### src/rtl/ctrl_spi_pkg.sv
// Shared definitions for the control-CPU SPI master: FSM encoding, register offsets, default sizes.
package ctrl_spi_pkg;

  typedef enum logic [1:0] {
    ST_IDLE = 2'd0,
    ST_LO   = 2'd1,
    ST_HI   = 2'd2,
    ST_DONE = 2'd3
  } spi_state_e;

  localparam logic [7:0] SPI_CS_ADR  = 8'h14;
  localparam logic [7:0] SPI_DAT_ADR = 8'h18;

  localparam int DW_DEF   = 8;
  localparam int CSW_DEF  = 8;
  localparam int DIVW_DEF = 8;

endpackage

### src/rtl/ctrl_spi_clkgen.sv
// SCK phase timer: reloads the held divider on start and on every phase end, ticks at each phase end.
module ctrl_spi_clkgen #(
  parameter int DIVW = 8
) (
  input  logic            clk,
  input  logic            rst,
  input  logic            start,
  input  logic            run,
  input  logic [DIVW-1:0] div,
  output logic            tick
);

  logic [DIVW-1:0] div_q;
  logic [DIVW-1:0] cnt;

  // div_q keeps the rate fixed for the whole byte even if cfg_div moves
  always_ff @(posedge clk) begin
    if (rst) begin
      div_q <= '0;
      cnt   <= '0;
    end else if (start) begin
      div_q <= div;
      cnt   <= div;
    end else if (run) begin
      if (cnt == '0) cnt <= div_q;
      else           cnt <= cnt - DIVW'(1);
    end
  end

  assign tick = run && (cnt == '0);

endmodule

### src/rtl/ctrl_spi_master.sv
// SPI master (mode 0, MSB first) behind the ctrl_regs chip-select and data registers.
// state | meaning
// IDLE  | no transfer, CS writes take effect immediately
// LO    | SCK low phase of the current bit
// HI    | SCK high phase of the current bit
// DONE  | one cycle: received byte presented, pending CS applied, ready for next byte
module ctrl_spi_master
  import ctrl_spi_pkg::*;
#(
  parameter int DW   = DW_DEF,
  parameter int CSW  = CSW_DEF,
  parameter int DIVW = DIVW_DEF
) (
  input  logic            clk,
  input  logic            rst,
  input  logic [DIVW-1:0] cfg_div,
  input  logic            cs_we,
  input  logic [CSW-1:0]  cs_dat,
  input  logic            tx_we,
  input  logic [DW-1:0]   tx_dat,
  output logic            tx_ready,
  output logic [DW-1:0]   rx_dat,
  output logic            rx_valid,
  output logic            ovr,
  output logic [CSW-1:0]  spi_cs_n,
  output logic            spi_sck,
  output logic            spi_mosi,
  input  logic            spi_miso
);

  localparam int BCW = (DW > 1) ? $clog2(DW) : 1;
  localparam logic [BCW-1:0] LAST_BIT = BCW'(DW - 1);

  spi_state_e     state, state_nx;
  logic [DW-1:0]  shift_q;
  logic [BCW-1:0] bit_cnt;
  logic [CSW-1:0] cs_pend;
  logic           pend_v;
  logic           tick, start, busy, last_bit;

  assign busy     = (state == ST_LO) || (state == ST_HI);
  assign tx_ready = !busy;
  assign start    = tx_we && tx_ready;
  assign rx_valid = (state == ST_DONE);
  assign last_bit = (bit_cnt == LAST_BIT);

  ctrl_spi_clkgen #(.DIVW(DIVW)) u_clkgen (
    .clk   (clk),
    .rst   (rst),
    .start (start),
    .run   (busy),
    .div   (cfg_div),
    .tick  (tick)
  );

  always_ff @(posedge clk) begin
    if (rst) state <= ST_IDLE;
    else     state <= state_nx;
  end

  always_comb begin
    state_nx = state;
    case (state)
      ST_IDLE: if (start) state_nx = ST_LO;
      ST_LO:   if (tick) state_nx = ST_HI;
      ST_HI:   if (tick) state_nx = last_bit ? ST_DONE : ST_LO;
      ST_DONE: state_nx = start ? ST_LO : ST_IDLE;
      default: state_nx = ST_IDLE;
    endcase
  end

  // MISO enters the LSB on the rising edge; mosi is a separate register so the
  // outgoing bit stays stable through the high phase.
  always_ff @(posedge clk) begin
    if (rst) begin
      shift_q  <= '0;
      bit_cnt  <= '0;
      spi_sck  <= 1'b0;
      spi_mosi <= 1'b1;
      rx_dat   <= '0;
      spi_cs_n <= '1;
      cs_pend  <= '1;
      pend_v   <= 1'b0;
      ovr      <= 1'b0;
    end else begin
      ovr <= (ovr && !cs_we) || (tx_we && !tx_ready);
      if (cs_we && !busy) begin
        spi_cs_n <= ~cs_dat;
      end else if (cs_we) begin
        cs_pend <= ~cs_dat;
        pend_v  <= 1'b1;
      end
      if (start) begin
        shift_q  <= tx_dat;
        spi_mosi <= tx_dat[DW-1];
        bit_cnt  <= '0;
        spi_sck  <= 1'b0;
      end else if (tick && state == ST_LO) begin
        spi_sck <= 1'b1;
        shift_q <= {shift_q[DW-2:0], spi_miso};
      end else if (tick && state == ST_HI) begin
        spi_sck <= 1'b0;
        if (last_bit) begin
          rx_dat   <= shift_q;
          spi_mosi <= 1'b1;
          // SCK is parked from here on, so a held CS write can land safely
          if (cs_we) begin
            spi_cs_n <= ~cs_dat;
            pend_v   <= 1'b0;
          end else if (pend_v) begin
            spi_cs_n <= cs_pend;
            pend_v   <= 1'b0;
          end
        end else begin
          bit_cnt  <= bit_cnt + BCW'(1);
          spi_mosi <= shift_q[DW-1];
        end
      end
    end
  end

endmodule

### config.mk
export PLATFORM = sky130hd
export DESIGN_NAME = ctrl_spi_master
export DESIGN_NICKNAME = d
export VERILOG_FILES = /design/src/rtl/ctrl_spi_pkg.sv /design/src/rtl/ctrl_spi_clkgen.sv /design/src/rtl/ctrl_spi_master.sv
export SDC_FILE = /design/constraint.sdc
export NUM_CORES = 1
export LEC_CHECK = 0
export ABC_AREA = 0
export BUFFER_PORTS_ARGS = -buffer_cell sky130_fd_sc_hd__clkbuf_2
export CAP_MARGIN = 15
export CORE_ASPECT_RATIO = 1.1
export CORE_UTILIZATION = 40
export DETAILED_ROUTE_END_ITERATION = 8
export GPL_TIMING_DRIVEN = 0
export SYNTH_ARGS = -nofsm -noshare
export SYNTH_HDL_FRONTEND = slang
export SYNTH_SLANG_ARGS = --single-unit
### constraint.sdc
create_clock -name clk -period 5.6 [get_ports clk]
set_input_delay 0.56 -clock clk [delete_from_list [all_inputs] [get_ports clk]]
set_output_delay 0.56 -clock clk [all_outputs]
set_load 0.01 [all_outputs]
* After elaboration in Yosys (flattened, before gate mapping) *
Cells that the tools add are included.

storage, ports and cells
  register bits = 57
  word-level logic and storage cells = 82
  bits of input ports = 29
  output and inout bits = 21

cells by class
  eq/ne operators = 8
  multiplexer cells = 32
  reduce and logical (&&, ||, !) cells = 23
  add/sub/neg operators = 2
  bitwise operators = 5

operators by type and width
  kind                                              count
  2-to-1 mux 8 bit                                  12
  2-to-1 mux 1 bit                                  15
  logical NOT 8 bit                                 1
  2-to-1 mux 2 bit                                  4
  != test 2 bit, second input constant              4
  NOT 8 bit                                         1
  case mux 2 bit (4 select lines)                   1
  nonzero test 2 bit                                4
  subtractor 8 x 1 -> 8 bit, second input constant  1
  logical AND 1 bit                                 7
  AND reduction 3 bit                               2
  == test 2 bit, second input constant              2
  NOT 1 bit                                         4
  AND reduction 2 bit                               2
  AND reduction 4 bit                               1
  adder 3 x 1 -> 3 bit, second input constant       1
  == test 3 bit, second input constant              1
  == test 2 x 1 -> 1 bit, second input constant     1
  logical NOT 1 bit                                 2
  logical NOT 2 bit                                 1
  logical OR 1 bit                                  2
  OR reduction 2 bit                                1

* Depth between registers and ports, before layout *
  depth after elaboration = 11
  gate-level depth with buffers = 8
  mapped depth without buffers = 6

* Modules after synthesis *
Synthesis repeated with hierarchy kept, for this count alone.

unflattened totals
  cell total of the unflattened synthesis = 318
  area, all modules = 2786.4 um^2

by module, submodules not included
  module           times used  area an instance (um^2)  sequential area each (um^2)  cells an instance
  ctrl_spi_master  1           1941.9                   820.8                        226
  ctrl_spi_clkgen  1           844.6                    320.3                        92

* Least setup slack after synthesis *
Ideal clock, no wire load.

  path type = flip-flop to flip-flop
  start point = reg state[0]
  end point = reg spi_cs_n[1]
  stages on the path, launching flop included = 9
  library setup time = 0.114 ns
  buffers on the path = 2
  path slack = 3.478 ns
  required time = 5.486 ns
  arrival time = 2.008 ns
  period minus slack after synthesis = 2.122 ns
  cell sequence = dfxtp_1 inv_1 ha_1 nor4bb_1 and4_1 buf_2 buf_2 o211ai_1 a21o_1

between the ends
  cells in the longest elaborated chain, start to end = 11
  elaborated cells between the ends (all ways) = 16
  those cells by class = eq/ne (2); mux (7); reduce/logical (7)

RTL lines
  item                                                     RTL line                                                              RTL
  start, declared                                          ctrl_spi_master.sv:34                                                 spi_state_e state, state_nx;
  start signal, assigned                                   ctrl_spi_master.sv:58                                                 else state <= state_nx;
  == test 2 x 1 -> 1 bit or == test 2 bit (tied branches)  ctrl_spi_master.sv:41, ctrl_spi_master.sv:98, ctrl_spi_master.sv:101
  logical OR 1 bit                                         ctrl_spi_master.sv:41                                                 assign busy = (state == ST_LO) || (state == ST_HI);
  logical NOT 1 bit                                        ctrl_spi_master.sv:42, ctrl_spi_master.sv:87
  logical AND 1 bit                                        ctrl_spi_master.sv:87                                                 if (cs_we && !busy) begin
  2-to-1 mux 8 bit                                         ctrl_spi_master.sv:87
  2-to-1 mux 8 bit                                         ctrl_spi_master.sv:110                                                end else if (pend_v) begin
  2-to-1 mux 8 bit                                         ctrl_spi_master.sv:107                                                if (cs_we) begin
  2-to-1 mux 8 bit                                         ctrl_spi_master.sv:103                                                if (last_bit) begin
  2-to-1 mux 8 bit                                         ctrl_spi_master.sv:101                                                end else if (tick && state == ST_HI) begin
  2-to-1 mux 8 bit                                         ctrl_spi_master.sv:98                                                 end else if (tick && state == ST_LO) begin
  2-to-1 mux 8 bit (*)                                     ctrl_spi_master.sv:93                                                 if (start) begin
  end signal, assigned                                     ctrl_spi_master.sv:88                                                 spi_cs_n <= ~cs_dat;
  end signal, assigned                                     ctrl_spi_master.sv:108                                                spi_cs_n <= ~cs_dat;
  end signal, assigned                                     ctrl_spi_master.sv:111                                                spi_cs_n <= cs_pend;
  end, declared                                            ctrl_spi_master.sv:25                                                 output logic [CSW-1:0] spi_cs_n,

Mark *: on every way between the ends. The rest lies on a longest branch, timed or not.
A chain may end at the register's enable or synchronous reset.

* Worst setup path in the final report *
  start point = reg state[0]
  end point = reg rx_dat[0]

between the ends
  cells in the longest elaborated chain, start to end = 6
  elaborated cells between the ends (all ways) = 11
  those cells by class = eq/ne (2); bitwise (2); reduce/logical (7)

RTL lines
  item                                                     RTL line                                                              RTL
  == test 2 x 1 -> 1 bit or == test 2 bit (tied branches)  ctrl_spi_master.sv:41, ctrl_spi_master.sv:98, ctrl_spi_master.sv:101
  logical OR 1 bit                                         ctrl_spi_master.sv:41
  logical AND 1 bit or logical NOT 1 bit (tied branches)   ctrl_spi_clkgen.sv:30, ctrl_spi_master.sv:42
  logical AND 1 bit (on tied branches)                     ctrl_spi_master.sv:98, ctrl_spi_master.sv:43
  NOT 1 bit (no source line)                               -
  AND reduction 4 bit (no source line) (*)                 -
  end signal, assigned                                     ctrl_spi_master.sv:104                                                rx_dat <= shift_q;
  end, declared                                            ctrl_spi_master.sv:22                                                 output logic [DW-1:0] rx_dat,

Marked as above.

==> flow_metrics.tcl <==
set metrics [dict create \
    grt_pass1_wl_um 12900 \
    setup_violations 0 \
    worstSetupEndpointType "register" \
    period_needed_ns 2.63 \
    switching_share 0.391 \
    routedWlPerCell_um 16.3 \
    reg2reg_to "rx_dat[0]$_SDFFE_PP0P_" \
    drv_slew 0 \
    cts_resized 0 \
    leakage_nw 1.35 \
    fin_skew_ns 0.00678 \
    grt_usage 0.228 \
    yosysTopAreaCell "dfxtp_1" \
    final_cells 481 \
    die_h_um 90.4 \
    rsz0062_at_grt "no" \
    layout-drive-gt1-share 0.206 \
    cts_buffer_depth 2 \
    cts.sinks 57 \
    grt_max_degree 11 \
    status "completed" \
    powerDensity_nw_per_um2 505 \
    wirelength_um 7840 \
    hold_viol_final 0 \
    fmaxAchievable_ghz 0.381 \
    final_nets 433 \
    coreArea_sq_um 6710 \
    cts_tree "done" \
    globalplace.congestion 0.834 \
    ys_seq_area_frac 0.401 \
    final_cell_area_sq_um 3410 \
    dieArea_sq_um 7450 \
    ctsHoldBuffers 0 \
    min_to "u_clkgen.div_q[6]$_SDFFE_PP0P_" \
    io_buffers 49 \
    num_io_pins 50 \
    postCtsSetupBuffers 0 \
    ys_types 47 \
    syn_avg_cell_area_sq_um 8.49 \
    reg2reg_from "state[0]$_SDFFE_PP0P_" \
    hp-start "cfg_div[6]" \
    place_area_sq_um 3190 \
    holdCritPathClass "in2reg" \
    whs_path_depth 3 \
    drt-vias-per-instance 5.74 \
    ff2ff_path_depth 7 \
    cp_data_arrival_time_ns 2.83 \
    clkLatencyLatePin_ns 0.34 \
    setup_ws_ns 2.97 \
    final-seq-area_sq_um 1140 \
    worst_pin_slew_ns 0.620 \
    cp.required_ns 5.80 \
    path_max_fanout 10 \
    ctsHtreeMaxLevel 3 \
    p_comb_frac 0.409 \
    row_count 31 \
    start_util 0.424 \
    die_w_um 82.4 \
    ys_ff_latch 57 \
    dp_slack_ns 3.01 \
    syn_to_final_growth_pct 19.9 \
    slew_headroom 0.581 \
    sequentialPowerShare 0.340 \
    cts_root_buffer "clkbuf_8" \
    worstSetupStartpointType "register" \
    synth_top_area_frac 0.401 \
    cts_inserted_buffers 9 \
    overflow 0 \
    ys_async_sr_fraction 0 \
    dp.cells 466 \
    finalPower_w 0.00172 \
    tns_ns 0 \
    drt_iter0_markers 183 \
    clk_pin_slew_worst_paths_ns 0.07 \
    pwr-share-clk 0.251 \
    synth_edf_count 0 \
    synth_area_sq_um 2840 \
    syn-num-nets 373 \
    timing.final.crit_share 0.469 \
    p_switching_w 0.000673 \
    netlist_instances 335 \
    firstDrtPassIters 6 \
    fillers 666 \
    yosys_most_used_dff "dfxtp_1" \
    synth-warning-count 0 \
    multiInputGateArea_sq_um 1580 \
    grt_pass1_vias 2663 \
    crit_type "reg2reg" \
    ant_nets 0 \
    vdd_drop_max_v 0.000265 \
    dpl.hpwl_um 5340 \
    cap_violations 0 \
    vias 2761 \
    r2r_slack_ns 2.97 \
    p_int_w 0.00105 \
    antenna_found_initial 0 \
    synthTopCellsByArea "dfxtp_1 40%, nand2_1 7.7%, a21oi_1 4.6%" \
    drc_errors 0 \
    diodes 0 \
]
## cells by family after synthesis
family                     count (synthesis)  synth area share
AOI/OAI and AO/OA                        100             0.243
and+or+nand+nor                          125             0.218
adders and majority gates                  9            0.0396
xor gates and xnor gates                   3           0.00924
muxes                                     12            0.0458
buffers and inverters                     29            0.0423
DFF                                       57             0.401
## how the worst max path moves through the flow
stage / startpoint / endpoint / slack, ns / cells after the start
after floorplan: state[0]$_SDFFE_PP0P_ / spi_cs_n[1]$_SDFF_PP1_ / 3.48 / 8
after global placement: state[1]$_SDFFE_PP0P_ / rx_dat[2]$_SDFFE_PP0P_ / 3.02 / 7
after detailed placement: state[0]$_SDFFE_PP0P_ / rx_dat[7]$_SDFFE_PP0P_ / 3.01 / 7
after CTS: state[0]$_SDFFE_PP0P_ / spi_cs_n[1]$_SDFF_PP1_ / 2.99 / 7
after global routing: state[0]$_SDFFE_PP0P_ / spi_cs_n[0]$_SDFF_PP1_ / 2.73 / 7
final: state[0]$_SDFFE_PP0P_ / rx_dat[0]$_SDFFE_PP0P_ / 2.97 / 7
## placed cells by master, fill, tap and decap left out, types with 6 or more instances in the layout
master / n
a211o_1: 8
a21o_1: 10
a21oi_1: 26
a22oi_1: 8
clkbuf_1: 19
clkbuf_2: 49
clkbuf_8: 10
dfxtp_1: 57
ha_1: 9
mux2_2: 8
nand2_1: 58
nand3_1: 10
nor2_1: 17
nor3_1: 10
o211ai_1: 17
o21ai_0: 6
## cell type report
class,instances,share of cell area
clock buffer,10,0.0404
sequential,57,0.335
multi-input combinational,249,0.464
buffer,23,0.0286
timing repair buffer,49,0.0720
tap,82,0.0301
clock inverter,5,0.0235
inverter,6,0.00661
## flip-flops by register name, summed over array words and instances, names as in the netlist
| name | count |
|---|---|
| bit_cnt | 3 |
| rx_dat | 8 |
| shift_q | 8 |
| spi_sck | 1 |
| cs_pend | 8 |
| u_clkgen.div_q | 8 |
| u_clkgen.cnt | 8 |
| state | 2 |
| ovr | 1 |
| spi_cs_n | 8 |
| pend_v | 1 |
| spi_mosi | 1 |
## metal layers
metal,routed length [um],vias up,share of wire,global-route usage
li1,-,1348,-,-
met1,3680,1301,0.47,0.306
met3,415,14,0.053,0.0414
met2,3580,98,0.46,0.346
met5,0,-,0,0
met4,152,0,0.019,0.110
## per-stage QoR
stage | util | hold WS (ns)
after floorplan | - | 0.430
after detailed placement | 0.475 | 0.444
after CTS | 0.508 | 0.445
after global placement | 0.475 | 0.442
final | 0.508 | 0.448
after global routing | 0.508 | 0.456
## critical path, stage by stage, from the launching register on
cell	delay [ns]
dfxtp_1	0.38
inv_1	0.13
ha_1	0.36
nor4bb_1	0.59
nand4_1	0.46
clkbuf_1	0.37
nand2_1	0.14
a21oi_1	0.07
## power groups by stage
stage               logic, W  registers, W  clock network, W
floorplan           0.000509      0.000579                 0
global placement    0.000682      0.000589                 0
detailed placement  0.000691      0.000591                 0
CTS                 0.000696      0.000583          0.000442
global route        0.000781      0.000599          0.000457
finish              0.000704      0.000585          0.000432
## cell usage after synthesis, types with 5 or more instances
library cell   n
inv_1          5
nor2_1        17
nor2b_1        5
a21oi_1       26
a21o_1        10
ha_1           9
a211oi_1       5
or3_1          5
a22oi_1        8
nand3_1       10
clkbuf_1      19
mux2_2         8
nor3_1        10
nand2_1       58
o211ai_1      17
a211o_1        8
o21ai_0        6
dfxtp_1       57
(Power assumes the default switching activity.)
